**config.mk**
```make
export PLATFORM = sky130hd
export DESIGN_NAME = wave_meas
export DESIGN_NICKNAME = d
export VERILOG_FILES = /design/src/rtl/wave_meas.sv
export SDC_FILE = /design/constraint.sdc
export NUM_CORES = 1
export LEC_CHECK = 0
export ABC_CLOCK_PERIOD_IN_PS = 12300
export BUFFER_PORTS_ARGS = -buffer_cell sky130_fd_sc_hd__buf_2
export CAP_MARGIN = 10
export CORE_ASPECT_RATIO = 1.25
export CORE_MARGIN = 1
export CORE_UTILIZATION = 35
export DETAILED_ROUTE_END_ITERATION = 8
export PLACE_DENSITY = 0.51
export SYNTH_ARGS = -nofsm -noshare
export SYNTH_HDL_FRONTEND = slang
export SYNTH_SLANG_ARGS = --single-unit
```
**constraint.sdc**
```tcl
create_clock -name sys_clk -period 12.3 [get_ports sys_clk]
set_input_delay 1.845 -clock sys_clk [delete_from_list [all_inputs] [get_ports sys_clk]]
set_output_delay 1.845 -clock sys_clk [all_outputs]
set_load 0.02 [all_outputs]
```
**src/rtl/wave_meas.sv**
```systemverilog
// Waveform measurement: a prescan window finds min/max and a midpoint threshold,
// then a gate window counts hysteresis-qualified rising crossings of that threshold.
//
// state   | meaning
// --------+-----------------------------------------------------------
// IDLE    | waiting for meas_en
// PRESCAN | tracking min/max of valid samples for GATE_CYCLES cycles
// GATE    | counting armed rising crossings for GATE_CYCLES cycles
// DONE    | one cycle, results published with meas_valid
module wave_meas #(
    parameter logic [31:0] GATE_CYCLES = 32'd50_000_000,
    parameter logic [7:0]  HYST        = 8'd8
) (
    input  logic        sys_clk,
    input  logic        sys_rst_n,
    input  logic [7:0]  ad_data,
    input  logic        ad_valid,
    input  logic        meas_en,
    output logic        busy,
    output logic [7:0]  wave_max,
    output logic [7:0]  wave_min,
    output logic [7:0]  wave_vpp,
    output logic [31:0] freq_cnt,
    output logic        meas_valid
);

    typedef enum logic [1:0] {S_IDLE, S_PRESCAN, S_GATE, S_DONE} state_t;

    state_t      state_q, state_d;
    logic [31:0] win_cnt_q, win_cnt_d;
    logic [7:0]  max_q, max_d, min_q, min_d;
    logic        seen_q, seen_d;
    logic [7:0]  hi_th_q, hi_th_d, lo_th_q, lo_th_d;
    logic        flat_q, flat_d, arm_q, arm_d;
    logic [31:0] cnt_q, cnt_d;
    logic [7:0]  wave_max_q, wave_max_d, wave_min_q, wave_min_d, wave_vpp_q, wave_vpp_d;
    logic [31:0] freq_cnt_q, freq_cnt_d;
    logic        busy_q, busy_d, meas_valid_q, meas_valid_d;

    logic        win_last;
    logic [8:0]  sum9, hi9, span9;
    logic [7:0]  mid;

    assign win_last = (win_cnt_q == GATE_CYCLES - 32'd1);

    always_ff @(posedge sys_clk or negedge sys_rst_n) begin
        if (!sys_rst_n) begin
            state_q      <= S_IDLE;
            win_cnt_q    <= '0;
            max_q        <= '0;
            min_q        <= '0;
            seen_q       <= 1'b0;
            hi_th_q      <= '0;
            lo_th_q      <= '0;
            flat_q       <= 1'b0;
            arm_q        <= 1'b0;
            cnt_q        <= '0;
            wave_max_q   <= '0;
            wave_min_q   <= '0;
            wave_vpp_q   <= '0;
            freq_cnt_q   <= '0;
            busy_q       <= 1'b0;
            meas_valid_q <= 1'b0;
        end else begin
            state_q      <= state_d;
            win_cnt_q    <= win_cnt_d;
            max_q        <= max_d;
            min_q        <= min_d;
            seen_q       <= seen_d;
            hi_th_q      <= hi_th_d;
            lo_th_q      <= lo_th_d;
            flat_q       <= flat_d;
            arm_q        <= arm_d;
            cnt_q        <= cnt_d;
            wave_max_q   <= wave_max_d;
            wave_min_q   <= wave_min_d;
            wave_vpp_q   <= wave_vpp_d;
            freq_cnt_q   <= freq_cnt_d;
            busy_q       <= busy_d;
            meas_valid_q <= meas_valid_d;
        end
    end

    // Dropping meas_en aborts a running window, even on its last cycle.
    always_comb begin
        state_d = state_q;
        case (state_q)
            S_IDLE:    if (meas_en) state_d = S_PRESCAN;
            S_PRESCAN: if (!meas_en) state_d = S_IDLE; else if (win_last) state_d = S_GATE;
            S_GATE:    if (!meas_en) state_d = S_IDLE; else if (win_last) state_d = S_DONE;
            S_DONE:    state_d = meas_en ? S_PRESCAN : S_IDLE;
            default:   state_d = S_IDLE;
        endcase
    end

    always_comb begin
        win_cnt_d    = '0;
        max_d        = max_q;
        min_d        = min_q;
        seen_d       = seen_q;
        hi_th_d      = hi_th_q;
        lo_th_d      = lo_th_q;
        flat_d       = flat_q;
        arm_d        = arm_q;
        cnt_d        = cnt_q;
        wave_max_d   = wave_max_q;
        wave_min_d   = wave_min_q;
        wave_vpp_d   = wave_vpp_q;
        freq_cnt_d   = freq_cnt_q;
        busy_d       = (state_d == S_PRESCAN) || (state_d == S_GATE);
        meas_valid_d = (state_d == S_DONE);

        if ((state_q == S_PRESCAN || state_q == S_GATE) && state_d == state_q)
            win_cnt_d = win_cnt_q + 32'd1;

        if (state_d == S_PRESCAN && state_q != S_PRESCAN) begin
            max_d  = 8'h00;
            min_d  = 8'hFF;
            seen_d = 1'b0;
        end else if (state_q == S_PRESCAN && ad_valid) begin
            if (ad_data > max_q) max_d = ad_data;
            if (ad_data < min_q) min_d = ad_data;
            seen_d = 1'b1;
        end

        // Thresholds come from the scan values including the last prescan sample.
        sum9  = {1'b0, max_d} + {1'b0, min_d};
        mid   = sum9[8:1];
        hi9   = {1'b0, mid} + {1'b0, HYST};
        span9 = {1'b0, max_d} - {1'b0, min_d};
        if (state_q == S_PRESCAN && state_d == S_GATE) begin
            hi_th_d = hi9[8] ? 8'hFF : hi9[7:0];
            lo_th_d = (mid < HYST) ? 8'h00 : mid - HYST;
            flat_d  = !seen_d || (span9 <= {HYST, 1'b0});
        end

        if (state_d == S_GATE && state_q != S_GATE) begin
            arm_d = 1'b0;
            cnt_d = '0;
        end else if (state_q == S_GATE && ad_valid) begin
            if (ad_data < lo_th_q) begin
                arm_d = 1'b1;
            end else if (ad_data >= hi_th_q && arm_q) begin
                arm_d = 1'b0;
                if (!flat_q && cnt_q != 32'hFFFF_FFFF) cnt_d = cnt_q + 32'd1;
            end
        end

        if (state_q == S_GATE && state_d == S_DONE) begin
            wave_max_d = seen_q ? max_q : 8'h00;
            wave_min_d = seen_q ? min_q : 8'h00;
            wave_vpp_d = seen_q ? max_q - min_q : 8'h00;
            freq_cnt_d = cnt_d;
        end
    end

    assign busy       = busy_q;
    assign wave_max   = wave_max_q;
    assign wave_min   = wave_min_q;
    assign wave_vpp   = wave_vpp_q;
    assign freq_cnt   = freq_cnt_q;
    assign meas_valid = meas_valid_q;

endmodule
```
==> results of run 1 <==
cell usage after synthesis (all sizes together) (3+ instances only):
library cell,number,share of area
a21oi,41,0.023
a2111oi,3,0.0029
inv,49,0.020
a21o,15,0.012
or2,7,0.0049
o211ai,4,0.0033
xnor2,21,0.020
nor4,11,0.0076
a211oi,8,0.0078
nand3,28,0.016
o31ai,46,0.038
clkbuf,34,0.014
nand2b,9,0.0062
nor2b,13,0.0090
and3,14,0.0097
and2,15,0.010
xor2,29,0.028
or4,20,0.017
dfrtp,159,0.44
nand4,18,0.012
nor3,9,0.0050
a31oi,31,0.022
nor3b,3,0.0030
mux2i,17,0.019
or3,9,0.0062
nor2,98,0.041
o31a,4,0.0039
o21a,5,0.0042
buf,8,0.0043
and4,11,0.011
nand2,90,0.037
ha,64,0.089
o21ai,38,0.021
flip-flops by register name, indices dropped and copies added, names as in the netlist:
register / flops
arm_q: 1
busy: 1
cnt_q: 32
flat_q: 1
freq_cnt: 32
hi_th_q: 8
lo_th_q: 8
max_q: 8
meas_valid: 1
min_q: 8
seen_q: 1
state_q: 2
wave_max: 8
wave_min: 8
wave_vpp: 8
win_cnt_q: 32
power breakdown:
group	internal (mW)	switching, mW	total, mW
Combinational	0.364	0.619	0.984
Clock	0.347	0.223	0.569
Sequential	0.557	0.0327	0.589
Total	1.27	0.875	2.14
how the worst max path moves through the flow:
stage | start | cells past startpoint | to
floorplan | ad_data[4] | 16 | lo_th_q[0]$_DFFE_PN0P_
global placement | ad_data[1] | 22 | lo_th_q[7]$_DFFE_PN0P_
detailed placement | ad_data[1] | 22 | lo_th_q[7]$_DFFE_PN0P_
CTS | ad_data[1] | 22 | lo_th_q[7]$_DFFE_PN0P_
global route | ad_data[1] | 22 | lo_th_q[7]$_DFFE_PN0P_
finish | ad_data[1] | 17 | lo_th_q[5]$_DFFE_PN0P_
per-layer routing:
metal / global-route usage / vias to the layer above / routed length (um)
met1: 0.233 / 3398 / 10600
li1: - / 3531 / -
met2: 0.288 / 105 / 10500
met5: 0 / - / 0
met3: 0.0296 / 26 / 655
met4: 0.0611 / 0 / 401
metrics by stage:
step,hold WS [ns],cell area (sq um),utilization
after floorplan,0.424,9030,-
after global placement,0.449,9670,0.382
after detailed placement,0.464,9670,0.382
after CTS,0.478,10300,0.407
after global routing,0.499,10300,0.407
final,0.471,10300,0.407
worst max-delay path: cells and delay by family:
kind	cells	cell delay (ns)
AO/OA/AOI/OAI	7	2.17
AND/OR/NAND/NOR	6	1.30
adder cells (fa/ha/maj)	2	0.78
multiplexers	1	0.27
buffers and inverters	1	0.16
cells by family (layout without fill, tap and decap cells):
logic type	Yosys count	in the layout	synth area share
mux	17	17	0.0188
other cells	0	1	0
compound gates	211	211	0.156
simple gates	363	363	0.204
xor+xnor	50	50	0.0485
fa+ha+maj	66	66	0.0931
flops	159	159	0.441
buf+inv	91	153	0.0388
layout make-up:
type                            instances  share of cell area
Tap cell                              335              0.0407
Multi-Input combinational cell        707               0.457
Timing Repair Buffer                   72              0.0363
Clock inverter                         12              0.0177
Antenna cell                            1            0.000243
Sequential cell                       159               0.386
Clock buffer                           20              0.0434
Inverter                               49              0.0179
==> results.yml, run 1 <==
yosys:
  synth_edf_count: 0
  ys_seq_elements: 159
  async_flop_share: 1.00
  netlist-cell-type-count: 62
  seq_area_frac_synth: 0.441
  syn_inst: 957
  yosys_warnings: 0
  synth_nets: 1035
  syn_area_sq_um: 9030
  synth_area_per_cell_sq_um: 9.44
  synth_top_flop_cell: "dfrtp_1"
cts:
  postCtsSetupRepairBufs: 0
  cts-root-buf: "clkbuf_16"
  cts_max_path_buffers: 2
  clk_latency_ns: 0.44
  clkTransAtPathRegs_ns: 0.07
  htree_levels: 4
  cts.sinks: 159
  cts_resized: 0
  cts_tree: "done"
  numCtsBuffers: 17
  cts_hold_buf: 0
power:
  finalPower_mw: 2.14
  cellPowerDensity_nw_per_um2: 208
  p_leak_nw: 4.68
  peakVddDrop_mv: 0.264
floorplan:
  die-width_um: 146
  num_rows: 65
  io_pins: 70
  die_y_um: 182
  core_sq_um: 25300
  die-area_sq_um: 26400
  initial_core_util: 0.357
setup_path:
  crit_chain: "buf_2, ha_1, nor2b_1, o21a_1, o21a_1, o21ai_0, a221oi_2, mux2i_1, nor2_1, ha_1, or2_2, a2111oi_0, a311oi_4, nor2_1, nand3_1, nor2_1, o22ai_1"
  crit_type: "input pin to register"
  endpoint_kind: "register"
  cp_data_required_time_ns: 12.59
  reg2reg_from: "win_cnt_q[7]$_DFF_PN0_"
  timing.rr.end: "lo_th_q[5]$_DFFE_PN0P_"
  reg2reg_slack_ns: 6.62
  cp-start-kind: "input pin"
  critPathMaxStageDelay_ns: 0.89
  crit_path_top_delay_cell: "a221oi_2"
  worstPathArrival_ns: 6.53
  cpMostUsedCell: "nor2_1"
  r2r_cells: 17
  cp_max_fo: 12
layout:
  final_common_cell: "dfrtp_1"
  drive_gt1_frac: 0.120
  layout.nets: 1084
  instances_no_fill: 1355
  fillers: 2582
  final_cell_mix: "dfrtp_1, nor2_1, nand2_1, buf_2, ha_1"
  multi_input_area_sq_um: 4710
  seqCellArea_sq_um: 3980
  area_delta_synth_final_pct: 14.1
global_route:
  grt_pass1_vias: 6969
  grt_pass1_wl_um: 36700
  grt_util_all_layers: 0.176
  grt_max_degree: 109
  grt_antenna_before_repair: 0
  gr-total-overflow: 0
worst_hold_path:
  hold_path_class: "register to register"
  holdPathStages: 1
  min_from: "win_cnt_q[0]$_DFF_PN0_"
  hold_path_end: "win_cnt_q[0]$_DFF_PN0_"
timing:
  drv_slew: 0
  setup_viol: 0
  worstMarginPinSlew_ns: 1.06
  slew_headroom: 0.293
  max_clock_freq_ghz: 0.160
  hold_viol: 0
  skew_ns: 0.0137
  rsz0062_at_grt: "false"
  min_period_ns: 6.23
  fin_ws_ns: 6.07
  period_share: 0.507
  tns_ns: 0
routing:
  drt-total-wl_um: 22100
  drt_iter0_drc: 294
  vias: 7060
  route.detailed.drc: 0
  wl_per_cell_um: 16.3
  ant_nets: 0
  dr.pass1.iters: 4
  via_per_inst: 5.21
placement:
  place_inst: 1322
  pre_cts_ws_ns: 5.64
  io_buffer_count: 69
  hpwl_um: 16100
  gp_congestion: 0.833
status:
  status: "complete, no violations"
run:
  drv_cap: 0
No activity file was read; power rests on OpenSTA's default activity.
==> run 2: changes to the inputs <==
ABC_CLOCK_PERIOD_IN_PS = 5600   (was 12300)
PLACE_DENSITY = 0.53   (was 0.51)
clock period = 5.6 ns   (was 12.3 ns; I/O delays follow)
==> run 2 against run 1 <==
Combinational power increased by 130%. Critical endpoint is now lo_th_q[7]$_DFFE_PN0P_. Final cell count increased by 0.44%. Wire length increased by 2.3%. Largest power group unchanged. Critical path type is now register to register. Highest routed layer unchanged.
==> results.yml, run 2 (synthesis results as in run 1) <==
timing:
  hold_viol: 0
  slew_headroom: 0.306
  tns_ns: 0
  whs_ns: 0.358
  min_period_ns: 5.12
  rsz0062_at_grt: "false"
  max_clock_freq_ghz: 0.195
  setup_viol: 0
  fin_ws_ns: 0.479
  skew_ns: 0.0125
  worstMarginPinSlew_ns: 1.04
  drv_slew: 0
  period_share: 0.914
global_route:
  gr-total-overflow: 0
  grtUsageMet2: 0.307
  grt.busiest_layer: "met2"
  grt_pass1_wl_um: 37600
  grt_antenna_before_repair: 0
  grt_pass1_vias: 6990
  use_met1: 0.233
  use_met3: 0.0294
  grt_max_degree: 60
  grt_util_all_layers: 0.180
cts:
  clk_latency_ns: 0.43
  cts_hold_buf: 0
  numCtsBuffers: 17
  cts_max_path_buffers: 2
  cts_tree: "done"
  htree_levels: 4
  cts.sinks: 159
  clkTransAtPathRegs_ns: 0.07
  cts-root-buf: "clkbuf_16"
power:
  finalPower_mw: 4.71
  cellPowerDensity_nw_per_um2: 455
  peakVddDrop_mv: 0.509
  p_leak_nw: 4.72
floorplan:
  die-area_sq_um: 26400
  initial_core_util: 0.357
  die-width_um: 146
  num_rows: 65
  die_y_um: 182
  io_pins: 70
  core_sq_um: 25300
routing:
  dr.pass1.iters: 4
  drt_iter0_drc: 346
  via_per_inst: 5.15
  vias: 7012
  ant_nets: 0
  route.detailed.drc: 0
  drt-total-wl_um: 22700
  wl_per_cell_um: 16.6
worst_hold_path:
  hold_path_class: "input pin to async pin"
layout:
  final_cell_mix: "dfrtp_1, nor2_1, nand2_1, buf_2, ha_1"
  layout.nets: 1093
  area_delta_synth_final_pct: 14.6
  diodes: 0
  drive_gt1_frac: 0.129
  instances_no_fill: 1361
  final_common_cell: "dfrtp_1"
setup_path:
  endpoint_kind: "register"
  crit_type: "register to register"
  worstPathArrival_ns: 5.42
  cp_max_fo: 15
  cp_data_required_time_ns: 5.90
  cp-start-kind: "register"
placement:
  hpwl_um: 16600
  place_inst: 1331
  io_buffer_count: 69
  pre_cts_ws_ns: 0.102
  gp_congestion: 0.816
run:
  drv_cap: 0
status:
  status: "complete, no violations"
-- run 2: cell count changes in the layout (fill, tap and decap cells not counted), sizes merged --
cell and change:
buf +9, bufinv -1, clkinv +1, clkinvlp -1
diode -1, inv -1
-- run 2: per-layer routing --
| layer | share of wire | vias up | routed length (um) |
|---|---|---|---|
| li1 | - | 3545 | - |
| met1 | 0.47 | 3361 | 10700 |
| met2 | 0.49 | 87 | 11100 |
| met3 | 0.022 | 19 | 499 |
| met4 | 0.014 | 0 | 308 |
| met5 | 0 | - | 0 |
-- run 2: layout make-up --
class	instances	area (sq um)
clock buffer	20	457
clock inverter	10	138
fill	2541	14900
inverter	49	184
multi-input combinational	707	4730
sequential	159	3980
tap	335	419
timing repair buffer	81	442
-- run 2: worst max-delay path, stage by stage (launching register included) --
cell and delay [ns]:
dfrtp_1 0.43, nor4_1 0.35, nand4_1 0.14, nor4_1 0.30, buf_4 0.20, nor2b_1 0.04
o221ai_1 0.15, nand2_1 0.09, o21a_1 0.15, ha_1 0.24, nand2b_1 0.08, buf_4 0.20
nand2_1 0.13, ha_1 0.23, fa_1 0.40, nand2b_1 0.16, a21oi_1 0.09, nor2_1 0.12
xor2_1 0.37, inv_1 0.18, ha_1 0.21, inv_1 0.13, nor4_1 0.08, a21o_1 0.17
a211oi_1 0.26, o31ai_1 0.09
-- run 2: what timing repair did --
item                       4_1_cts  5_1_grt
resized for setup                0        4
setup endpoints to repair        0       16
setup buffers                    0        0
-- run 2: path summary, 6_finish.rpt --
check,depth (start not counted),startpoint,to,slack (ns)
max,25,win_cnt_q[8]$_DFF_PN0_,lo_th_q[7]$_DFFE_PN0P_,0.48
min,1,sys_rst_n,min_q[6]$_DFF_PN0_,0.36
max reg2reg,25,win_cnt_q[8]$_DFF_PN0_,lo_th_q[7]$_DFFE_PN0P_,0.48
min reg2reg,1,win_cnt_q[0]$_DFF_PN0_,win_cnt_q[0]$_DFF_PN0_,0.46
max in group asynchronous,2,sys_rst_n,cnt_q[21]$_DFF_PN0_,4.13
min in group sys_clk,1,win_cnt_q[0]$_DFF_PN0_,win_cnt_q[0]$_DFF_PN0_,0.46
-- run 2: per-stage QoR --
step / util / cell area, sq um
after CTS: 0.408 / 10300
after global routing: 0.409 / 10300
final: 0.409 / 10300
after detailed placement: 0.385 / 9740
after global placement: 0.385 / 9740
after floorplan: - / 9030
-- run 2: report_power, final --
part | total [mW] | leakage [nW] | internal (mW) | switching (mW)
clock | 1.19 | 0.288 | 0.719 | 0.474
sequential | 1.30 | 2.16 | 1.22 | 0.0758
combinational | 2.22 | 2.27 | 0.818 | 1.40
total | 4.71 | 4.72 | 2.76 | 1.95
